===== config.mk =====
export PLATFORM = sky130hd
export DESIGN_NAME = hazard_scoreboard_flat
export DESIGN_NICKNAME = d
export VERILOG_FILES = /design/src/rtl/hazard_sb_pkg.sv /design/src/rtl/hazard_scoreboard_if.sv /design/src/rtl/hazard_scoreboard_sb_entry.sv /design/src/rtl/hazard_scoreboard.sv /design/src/flat_wrapper.sv
export SDC_FILE = /design/constraint.sdc
export NUM_CORES = 1
export LEC_CHECK = 0
export ABC_AREA = 0
export BUFFER_PORTS_ARGS = -buffer_cell sky130_fd_sc_hd__buf_2
export CAP_MARGIN = 30
export CORE_MARGIN = 10
export CORE_UTILIZATION = 55
export DETAILED_ROUTE_END_ITERATION = 16
export PLACE_DENSITY = 0.72
export SKIP_LAST_GASP = 1
export SLEW_MARGIN = 5
export SYNTH_ARGS = -nofsm -noshare
export SYNTH_HDL_FRONTEND = slang
export SYNTH_SLANG_ARGS = --single-unit
export TNS_END_PERCENT = 1

===== constraint.sdc =====
create_clock -name clk -period 5.6 [get_ports clk]
set_input_delay 0.28 -clock clk [delete_from_list [all_inputs] [get_ports clk]]
set_output_delay 0.28 -clock clk [all_outputs]
set_load 0.005 [all_outputs]

===== src/rtl/hazard_sb_pkg.sv =====
// Shared types and sizing helpers for the per-register write scoreboard.
package hazard_sb_pkg;

    localparam int NREG_DEFAULT     = 32;
    localparam int REG_AW_DEFAULT   = 5;
    localparam int MAX_INFL_DEFAULT = 3;

    typedef logic [REG_AW_DEFAULT-1:0] reg_idx_t;

    localparam reg_idx_t ZERO_REG = '0;

    function automatic int calcCntW(input int maxInfl);
        return $clog2(maxInfl + 1);
    endfunction

endpackage


===== src/rtl/hazard_scoreboard_if.sv =====
// Decode/writeback/kill bundle between the pipeline and the hazard scoreboard.
interface hazard_scoreboard_if
    import hazard_sb_pkg::*;
#(
    parameter int REG_AW = REG_AW_DEFAULT
);

    logic              iss_valid;
    logic [REG_AW-1:0] iss_rs1;
    logic              iss_rs1_use;
    logic [REG_AW-1:0] iss_rs2;
    logic              iss_rs2_use;
    logic [REG_AW-1:0] iss_rd;
    logic              iss_we;
    logic              wb_valid;
    logic [REG_AW-1:0] wb_rd;
    logic              kill_valid;
    logic [REG_AW-1:0] kill_rd;
    logic              stall_d;
    logic              fwd_a;
    logic              fwd_b;
    logic              sb_idle;
    logic              sb_err;
    logic [31:0]       perf_stall_cnt;

    modport master (
        output iss_valid, iss_rs1, iss_rs1_use, iss_rs2, iss_rs2_use, iss_rd, iss_we,
        output wb_valid, wb_rd, kill_valid, kill_rd,
        input  stall_d, fwd_a, fwd_b, sb_idle, sb_err, perf_stall_cnt
    );

    modport slave (
        input  iss_valid, iss_rs1, iss_rs1_use, iss_rs2, iss_rs2_use, iss_rd, iss_we,
        input  wb_valid, wb_rd, kill_valid, kill_rd,
        output stall_d, fwd_a, fwd_b, sb_idle, sb_err, perf_stall_cnt
    );

endinterface


===== src/rtl/hazard_scoreboard_sb_entry.sv =====
// One in-flight write counter: +1 issue, -1 per retire/kill, clamps at zero with sticky error.
module sb_entry #(
    parameter int CNT_W = 2
) (
    input  logic             clk,
    input  logic             reset,
    input  logic             inc,
    input  logic             dec0,
    input  logic             dec1,
    output logic [CNT_W-1:0] cnt,
    output logic             nonzero,
    output logic             err
);

    localparam int SW = CNT_W + 2;

    logic signed [SW-1:0] sumP0;
    logic                 underflowP0;
    logic [CNT_W-1:0]     cntNextP0;

    always_comb begin
        sumP0 = $signed({2'b00, cnt}) + $signed(SW'(inc))
              - $signed(SW'(dec0)) - $signed(SW'(dec1));
        underflowP0 = (sumP0 < 0);
        cntNextP0   = underflowP0 ? '0 : sumP0[CNT_W-1:0];
    end

    // p0 -> state: counter and sticky underflow flag
    always_ff @(posedge clk or posedge reset) begin
        if (reset) begin
            cnt <= '0;
            err <= 1'b0;
        end else begin
            cnt <= cntNextP0;
            if (underflowP0) err <= 1'b1;
        end
    end

    assign nonzero = (cnt != '0);

endmodule


===== src/rtl/hazard_scoreboard.sv =====
// Per-register write scoreboard beside decode: RAW/WAW stall, writeback bypass select, idle/error status.
// Optional stall-cycle counter enabled by defining SB_PERF_EN.
module hazard_scoreboard
    import hazard_sb_pkg::*;
#(
    parameter int NREG     = NREG_DEFAULT,
    parameter int REG_AW   = REG_AW_DEFAULT,
    parameter int MAX_INFL = MAX_INFL_DEFAULT
) (
    input  logic         clk,
    input  logic         reset,
    hazard_scoreboard_if.slave sb
);

    localparam int               CNT_W   = calcCntW(MAX_INFL);
    localparam int               NSLOT   = 1 << REG_AW;
    localparam logic [REG_AW-1:0] ZIDX    = REG_AW'(ZERO_REG);
    localparam logic [CNT_W-1:0] CNT_ONE = CNT_W'(1);
    localparam logic [CNT_W-1:0] CNT_MAX = CNT_W'(MAX_INFL);

    logic [CNT_W-1:0] pend [NSLOT];
    logic [NSLOT-1:0] nzVec;
    logic [NSLOT-1:0] errVec;

    logic rs1Live, rs2Live, rs1Byp, rs2Byp, rs1Haz, rs2Haz, wawHaz;
    logic stall, issFire;

    // A single pending write retiring this very cycle is bypassed rather than stalled on.
    always_comb begin
        rs1Live = sb.iss_rs1_use && (sb.iss_rs1 != ZIDX);
        rs2Live = sb.iss_rs2_use && (sb.iss_rs2 != ZIDX);
        rs1Byp  = rs1Live && (pend[sb.iss_rs1] == CNT_ONE) && sb.wb_valid && (sb.wb_rd == sb.iss_rs1);
        rs2Byp  = rs2Live && (pend[sb.iss_rs2] == CNT_ONE) && sb.wb_valid && (sb.wb_rd == sb.iss_rs2);
        rs1Haz  = rs1Live && (pend[sb.iss_rs1] != '0) && !rs1Byp;
        rs2Haz  = rs2Live && (pend[sb.iss_rs2] != '0) && !rs2Byp;
        wawHaz  = sb.iss_we && (sb.iss_rd != ZIDX) && (pend[sb.iss_rd] == CNT_MAX);
        stall   = sb.iss_valid && (rs1Haz || rs2Haz || wawHaz);
        issFire = sb.iss_valid && !stall;
    end

    assign sb.stall_d = stall;
    assign sb.fwd_a   = sb.iss_valid && rs1Byp;
    assign sb.fwd_b   = sb.iss_valid && rs2Byp;
    assign sb.sb_idle = ~|nzVec;
    assign sb.sb_err  = |errVec;

    // x0 and indices beyond NREG have no counter and read as never pending.
    for (genvar r = 0; r < NSLOT; r++) begin : gSlot
        if (r == 0 || r >= NREG) begin : gNone
            assign pend[r]   = '0;
            assign nzVec[r]  = 1'b0;
            assign errVec[r] = 1'b0;
        end else begin : gEntry
            localparam logic [REG_AW-1:0] IDX = REG_AW'(r);
            sb_entry #(.CNT_W(CNT_W)) uEntry (
                .clk     (clk),
                .reset   (reset),
                .inc     (issFire && sb.iss_we && (sb.iss_rd == IDX)),
                .dec0    (sb.wb_valid && (sb.wb_rd == IDX)),
                .dec1    (sb.kill_valid && (sb.kill_rd == IDX)),
                .cnt     (pend[r]),
                .nonzero (nzVec[r]),
                .err     (errVec[r])
            );
        end
    end

`ifdef SB_PERF_EN
    logic [31:0] perfCnt;

    // stall -> counter: saturating count of stalled decode cycles
    always_ff @(posedge clk or posedge reset) begin
        if (reset) begin
            perfCnt <= '0;
        end else if (stall && (perfCnt != 32'hFFFF_FFFF)) begin
            perfCnt <= perfCnt + 32'd1;
        end
    end

    assign sb.perf_stall_cnt = perfCnt;
`else
    assign sb.perf_stall_cnt = '0;
`endif

endmodule

===== src/flat_wrapper.sv =====
// flat-port wrapper written by rule: the top's interface ports become plain ports
module hazard_scoreboard_flat import hazard_sb_pkg::*;
#(
    parameter int NREG     = NREG_DEFAULT,
    parameter int REG_AW   = REG_AW_DEFAULT,
    parameter int MAX_INFL = MAX_INFL_DEFAULT
)
  (clk, reset, sb_iss_valid, sb_iss_rs1, sb_iss_rs1_use, sb_iss_rs2, sb_iss_rs2_use, sb_iss_rd, sb_iss_we, sb_wb_valid, sb_wb_rd, sb_kill_valid, sb_kill_rd, sb_stall_d, sb_fwd_a, sb_fwd_b, sb_sb_idle, sb_sb_err, sb_perf_stall_cnt);
  hazard_scoreboard_if #(.REG_AW(REG_AW)) sb_i ();
  input  logic clk;
  input  logic reset;
  input wire logic [$bits(sb_i.iss_valid)-1:0] sb_iss_valid;
  input wire logic [$bits(sb_i.iss_rs1)-1:0] sb_iss_rs1;
  input wire logic [$bits(sb_i.iss_rs1_use)-1:0] sb_iss_rs1_use;
  input wire logic [$bits(sb_i.iss_rs2)-1:0] sb_iss_rs2;
  input wire logic [$bits(sb_i.iss_rs2_use)-1:0] sb_iss_rs2_use;
  input wire logic [$bits(sb_i.iss_rd)-1:0] sb_iss_rd;
  input wire logic [$bits(sb_i.iss_we)-1:0] sb_iss_we;
  input wire logic [$bits(sb_i.wb_valid)-1:0] sb_wb_valid;
  input wire logic [$bits(sb_i.wb_rd)-1:0] sb_wb_rd;
  input wire logic [$bits(sb_i.kill_valid)-1:0] sb_kill_valid;
  input wire logic [$bits(sb_i.kill_rd)-1:0] sb_kill_rd;
  output wire logic [$bits(sb_i.stall_d)-1:0] sb_stall_d;
  output wire logic [$bits(sb_i.fwd_a)-1:0] sb_fwd_a;
  output wire logic [$bits(sb_i.fwd_b)-1:0] sb_fwd_b;
  output wire logic [$bits(sb_i.sb_idle)-1:0] sb_sb_idle;
  output wire logic [$bits(sb_i.sb_err)-1:0] sb_sb_err;
  output wire logic [$bits(sb_i.perf_stall_cnt)-1:0] sb_perf_stall_cnt;
  assign sb_i.iss_valid = sb_iss_valid;
  assign sb_i.iss_rs1 = sb_iss_rs1;
  assign sb_i.iss_rs1_use = sb_iss_rs1_use;
  assign sb_i.iss_rs2 = sb_iss_rs2;
  assign sb_i.iss_rs2_use = sb_iss_rs2_use;
  assign sb_i.iss_rd = sb_iss_rd;
  assign sb_i.iss_we = sb_iss_we;
  assign sb_i.wb_valid = sb_wb_valid;
  assign sb_i.wb_rd = sb_wb_rd;
  assign sb_i.kill_valid = sb_kill_valid;
  assign sb_i.kill_rd = sb_kill_rd;
  assign sb_stall_d = sb_i.stall_d;
  assign sb_fwd_a = sb_i.fwd_a;
  assign sb_fwd_b = sb_i.fwd_b;
  assign sb_sb_idle = sb_i.sb_idle;
  assign sb_sb_err = sb_i.sb_err;
  assign sb_perf_stall_cnt = sb_i.perf_stall_cnt;
  hazard_scoreboard #(.NREG(NREG), .REG_AW(REG_AW), .MAX_INFL(MAX_INFL)) u_core (.clk(clk), .reset(reset), .sb(sb_i));
endmodule

Word-level counts from Yosys, hierarchy flattened. Cells that the tools add are included. Widths: inputs -> output; s select.

Logic and storage cells: 486. Output and inout bits: 37. Register bits after elaboration: 93. Bits of input ports: 33.

$add $sub $neg: 93. Muxes and demuxes: 40. Reductions and logical operators: 156. Equality and inequality tests: 98. Magnitude comparators: 34. Bitwise operators: 3.

Operators with widths (number): $sub 4x2->4 (62); $eq 5x5->1 const B (48); $lt 4x1->1 const B (31); $eq 5x4->1 const B (24); $logic_and 1x1->1 (112); $add 2x1->3 (31); $mux 2 (37); $reduce_bool 2->1 (33); $reduce_or 31->1 (2); $eq 5x3->1 const B (12); $bmux 2 s5 (3); $eq 5x2->1 const B (6); $ge 6x6->1 const B (3); $not 5->6 (3); $eq 5x1->1 const B (3); $reduce_bool 5->1 (3); $eq 5x5->1 (2); $eq 2x1->1 const B (2); $logic_not 1->1 (4); $eq 2x2->1 const B (1); $logic_or 1x1->1 (2).

Logic depth before layout (Yosys ltp).
Word-level depth: 22. Mapped depth: 16. Depth with buffers taken out: 12.

By module. Synthesis repeated with hierarchy kept, for this count alone.

Cell total of the unflattened synthesis: 1032. Area, all modules: 9211.3 µm².

By module, submodules not included: sb_entry (cells an instance 18, instances 31, area an instance 193.9 µm², sequential area each 75.1 µm²); hazard_scoreboard (cells an instance 474, instances 1, area an instance 3199.3 µm², sequential area each 0.0 µm²).

Worst setup path before layout. Ideal clock, no wire load.

Path type: in2reg. Start: input port sb_iss_rd[0]. End: register u_core.gSlot[18].gEntry.uEntry.err. Cell stages on the path: 14. Library setup time: 0.127 ns. Path buffers: 3. Arrival: 3.137 ns. Setup slack: 2.336 ns. Cells stage by stage: buf_2 -> buf_2 -> mux4_2 -> a22oi_1 -> a22oi_1 -> a221oi_2 -> nand4b_4 -> buf_6 -> nor4_2 -> ha_1 -> inv_1 -> fa_1 -> nor3b_1 -> or2_2.

Word-level cells in the longest chain between the ends: 16.

RTL lines: start, declared (line flat_wrapper.sv:17) `input wire logic [$bits(sb_i.iss_rd)-1:0] sb_iss_rd;`; $not 5->6 (not written as such) (line hazard_scoreboard.sv:36) `wawHaz = sb.iss_we && (sb.iss_rd != ZIDX) && (pend[sb.iss_rd] == CNT_MAX);`; $bmux 2 s5 (line hazard_scoreboard.sv:36); $mux 2 (not written as such) (2 in a row) (line hazard_scoreboard.sv:36); $eq 2x2->1 (line hazard_scoreboard.sv:36); $logic_and 1x1->1 (line hazard_scoreboard.sv:36); $logic_or 1x1->1 (line hazard_scoreboard.sv:37) `stall = sb.iss_valid && (rs1Haz || rs2Haz || wawHaz);`; $logic_and 1x1->1 (line hazard_scoreboard.sv:37); $logic_not 1->1 (line hazard_scoreboard.sv:38) `issFire = sb.iss_valid && !stall;`; $logic_and 1x1->1 (line hazard_scoreboard.sv:38); $logic_and 1x1->1 (line hazard_scoreboard.sv:58) `.inc (issFire && sb.iss_we && (sb.iss_rd == IDX)),`; $logic_and 1x1->1 (*) (line hazard_scoreboard.sv:58); $add 2x1->3 (*) (line hazard_scoreboard_sb_entry.sv:22) `sumP0 = $signed({2'b00, cnt}) + $signed(SW'(inc))`; $sub 4x2->4 (*) (2 in a row) (line hazard_scoreboard_sb_entry.sv:23) `- $signed(SW'(dec0)) - $signed(SW'(dec1));`; $lt 4x1->1 (*) (line hazard_scoreboard_sb_entry.sv:24) `underflowP0 = (sumP0 < 0);`; end signal, assigned (line hazard_scoreboard_sb_entry.sv:32) `err <= 1'b0;`; end signal, assigned (line hazard_scoreboard_sb_entry.sv:35) `if (underflowP0) err <= 1'b1;`; end, declared (line hazard_scoreboard_sb_entry.sv:12) `output logic err`.

Mark *: on every way between the ends. The rest lies on a longest branch, timed or not. The select of a mux whose other input is x is not followed. A chain may end at the register's enable or synchronous reset.

Worst setup path in the final report.
Start: input port sb_iss_rs1[0]. End: register u_core.gSlot[20].gEntry.uEntry.err.

Word-level cells in the longest chain between the ends: 21.

RTL lines: start, declared (line flat_wrapper.sv:13) `input wire logic [$bits(sb_i.iss_rs1)-1:0] sb_iss_rs1;`; $not 5->6 (not written as such) (line hazard_scoreboard.sv:32, hazard_scoreboard.sv:34); $bmux 2 s5 (line hazard_scoreboard.sv:32, hazard_scoreboard.sv:34); $mux 2 (not written as such) (2 in a row) (line hazard_scoreboard.sv:32, hazard_scoreboard.sv:34); $eq 2x1->1 (line hazard_scoreboard.sv:32) `rs1Byp = rs1Live && (pend[sb.iss_rs1] == CNT_ONE) && sb.wb_valid && (sb.wb_rd == sb.iss_rs1);`; $logic_and 1x1->1 (3 in a row) (line hazard_scoreboard.sv:32); $logic_not 1->1 (line hazard_scoreboard.sv:34) `rs1Haz = rs1Live && (pend[sb.iss_rs1] != '0) && !rs1Byp;`; $logic_and 1x1->1 (*) (line hazard_scoreboard.sv:34); $logic_or 1x1->1 (*) (2 in a row) (line hazard_scoreboard.sv:37); $logic_and 1x1->1 (*) (line hazard_scoreboard.sv:37); $logic_not 1->1 (*) (line hazard_scoreboard.sv:38); $logic_and 1x1->1 (*) (line hazard_scoreboard.sv:38); $logic_and 1x1->1 (*) (2 in a row) (line hazard_scoreboard.sv:58); $add 2x1->3 (*) (line hazard_scoreboard_sb_entry.sv:22); $sub 4x2->4 (*) (2 in a row) (line hazard_scoreboard_sb_entry.sv:23); $lt 4x1->1 (*) (line hazard_scoreboard_sb_entry.sv:24); end signal, assigned (line hazard_scoreboard_sb_entry.sv:32); end signal, assigned (line hazard_scoreboard_sb_entry.sv:35); end, declared (line hazard_scoreboard_sb_entry.sv:12).

Marked as above.

==> impl_metrics.py <==
metrics = {
    "synthesis": {
        "synth.area.top_cells": "dfrtp_1 29%, ha_1 9.6%, fa_1 7.7%",
        "async_flop_share_pct": 100,
        "synth_common_cells": "94 x nor2_1, 93 x dfrtp_1, 62 x ha_1, 53 x inv_1, 51 x mux2i_1",
        "synth_cells": 853,
        "synth_top_area_share_pct": 28.9,
        "synthMostInstantiatedCell": "nor2_1",
        "ys_seq_elements": 93,
        "synth_area_um2": 8060,
        "avgSynthCellArea_um2": 9.44,
        "synth-seq-area-share_pct": 28.9,
        "synth_edf_count": 0,
        "synthFlopType": "dfrtp_1",
        "yosysUniqueCellTypes": 54,
        "yosysWarnings": 0,
        "synth_top_area_cell": "dfrtp_1",
    },
    "drt": {
        "viasPerCell": 6.33,
        "ant_nets": 0,
        "drt-total-wl_um": 23500,
        "post_drt_wl_per_cell_um": 22.4,
        "vias": 6650,
        "drc": 0,
        "drt_iter0_markers": 788,
        "drt-pass1-iter-count": 11,
    },
    "die": {
        "rows": 44,
        "die_w_um": 141,
        "die_height_um": 141,
        "initial_core_util_pct": 55.9,
        "die-area_um2": 19900,
        "io_pins": 70,
        "core_area_um2": 14400,
    },
    "cts": {
        "clockRootBuffer": "clkbuf_16",
        "clock_latency_ps": 360,
        "h-tree-depth": 3,
        "cts_post_setup_buffers_inserted": 0,
        "cts_tree": "built",
        "path_clk_slew_ps": 60,
        "cts_buffers": 9,
        "cts_sinks": 93,
        "cts.path.max_buffers": 2,
    },
    "global_routing": {
        "grt_max_degree": 63,
        "antenna_found_initial": 4,
        "grt.total_usage_pct": 23.5,
        "grt_pass1_vias": 6550,
        "grt_overflow_total": 0,
        "grt_pass1_wl_um": 36800,
    },
    "power_and_ir_drop": {
        "peakVddDrop_v": 0.000174,
        "power_density_nw_per_um2": 321,
        "pwr-share-comb_pct": 31.6,
        "pwr-share-clk_pct": 21.7,
        "switching_share_pct": 39.1,
        "switchingPower_mw": 1.06,
        "leakagePower_nw": 3.78,
        "power.internal_mw": 1.65,
        "pwr-share-seq_pct": 46.8,
    },
    "cells_and_area": {
        "areaGrowthSynthToFinish_pct": 4.94,
        "drive_above_1_share_pct": 15.2,
        "fin_nets": 990,
        "fin_util_pct": 58.6,
    },
    "sta": {
        "tightest_slew_ps": 987,
        "rsz0062_at_grt": "false",
        "setup_tns_ps": 0,
        "setup_viol": 0,
        "finalMaxSlewViolations": 0,
        "timing.final.crit_share_pct": 73.1,
        "fin_skew_ps": 10.0,
        "period_needed_ps": 4090,
        "slew_headroom_pct": 34.0,
        "hold_viol_final": 0,
        "fmax_mhz": 244,
    },
    "outcome": {
        "outcome": "finished clean",
    },
    "placed_design": {
        "portBuffers": 37,
        "dp_hpwl_um": 18300,
        "gp_congestion": 1.07,
    },
    "hold_path": {
        "hold_class": "register to register",
    },
    "run": {
        "max_cap_viol_count": 0,
    },
    "critical_path": {
        "required_ps": 5830,
        "path_class": "primary input to register",
        "cp.arrival_ps": 4330,
        "cp-start-kind": "primary input",
        "setup.worst_path.end_class": "register",
        "crit_fanout": 32,
    },
}
[routing by layer]
layer | global-route usage (%) | share of wire, %
met1 | 31.2 | 41
met2 | 34.0 | 43
met3 | 7.89 | 13
met4 | 10.5 | 3.9
met5 | 0 | 0.055
[what timing repair did]
action / in CTS / in global routing
hold buffers: 1 / 0
endpoints found under the hold margin: 31 / 0
resized for setup: 0 / 0
[worst max-delay path: stages]
cell and delay [ps]:
buf_2 580, mux4_2 590, mux2i_1 190, nand2_1 90, a211oi_1 290, nor2_1 110
nand4b_4 590, nor4_1 510, ha_1 180, inv_1 50, fa_1 400, nor3b_1 180
or2_2 270
[through the flow]
| stage | power [mW] | hold WS (ps) | setup WS [ps] | instances | area (um^2) |
|---|---|---|---|---|---|
| after global placement | 2.07 | 312 | 1260 | 1036 | 8170 |
| after floorplan | 1.79 | 430 | 2340 | 884 | 8170 |
| after global routing | 2.86 | 466 | 1240 | 1050 | 8450 |
| after CTS | 2.69 | 461 | 1590 | 1050 | 8450 |
| after detailed placement | 2.09 | 308 | 1220 | 1036 | 8170 |
| final | 2.71 | 456 | 1510 | 1051 | 8450 |
[power by group through the flow]
| stage | clock network [mW] | logic (mW) | registers, mW |
|---|---|---|---|
| 3_5_place_dp | 0 | 0.839 | 1.25 |
| 5_1_grt | 0.619 | 0.960 | 1.28 |
| 3_3_place_gp | 0 | 0.821 | 1.25 |
| 4_1_cts | 0.598 | 0.850 | 1.24 |
| 2_1_floorplan | 0 | 0.711 | 1.08 |
| 6_report | 0.588 | 0.857 | 1.27 |
[cell families after synthesis]
group	Yosys count	synth area share (%)
fa+ha+maj	93	17.3
buf+inv	125	7.94
compound gates	69	5.79
simple gates	382	26.4
xor+xnor	10	1.09
other cells	1	0.0465
flops	93	28.9
mux	80	12.5
[state kept, by name, summed over array words and instances (netlist names)]
| signal | cells |
|---|---|
| u_core.gSlot.gEntry.uEntry.err | 31 |
| u_core.gSlot.gEntry.uEntry.cnt | 62 |
[worst paths after layout]
check | start | end | slack (ps) | cells past startpoint
worst max-delay path | sb_iss_rs1[0] | u_core.gSlot[20].gEntry.uEntry.err | 1510 | 13
worst min-delay path | u_core.gSlot[22].gEntry.uEntry.err | u_core.gSlot[22].gEntry.uEntry.err | 460 | 1
worst max register to register | u_core.gSlot[19].gEntry.uEntry.cnt[1] | u_core.gSlot[20].gEntry.uEntry.err | 1540 | 12
worst min register to register | u_core.gSlot[22].gEntry.uEntry.err | u_core.gSlot[22].gEntry.uEntry.err | 460 | 1
max in group asynchronous | reset | u_core.gSlot[19].gEntry.uEntry.cnt[0] | 4000 | 4
min in group asynchronous | reset | u_core.gSlot[10].gEntry.uEntry.err | 470 | 3
[cell usage in the layout (no fill, tap or decap), drive strengths merged, types with 25 or more instances in the layout]
master  Yosys  final
nor3b      32     32
nor4       45     45
nand3      50     50
or2        32     32
dfrtp      93     93
mux2i      51     51
conb        1     32
buf        51     40
nand2      46     46
nor2       94     94
fa         31     31
nor3       25     25
inv        53     53
ha         62     62
[area by class of cell]
type	instances	area, um^2
clock buffers	10	229
flip-flops and latches	93	2330
diodes	1	2.50
fillers	1303	5970
well taps	184	230
inverters	53	201
multi-input cells	666	5210
repair buffers	41	218
clock inverters	3	40.0
Note: power is estimated with default switching activity, not from simulation.
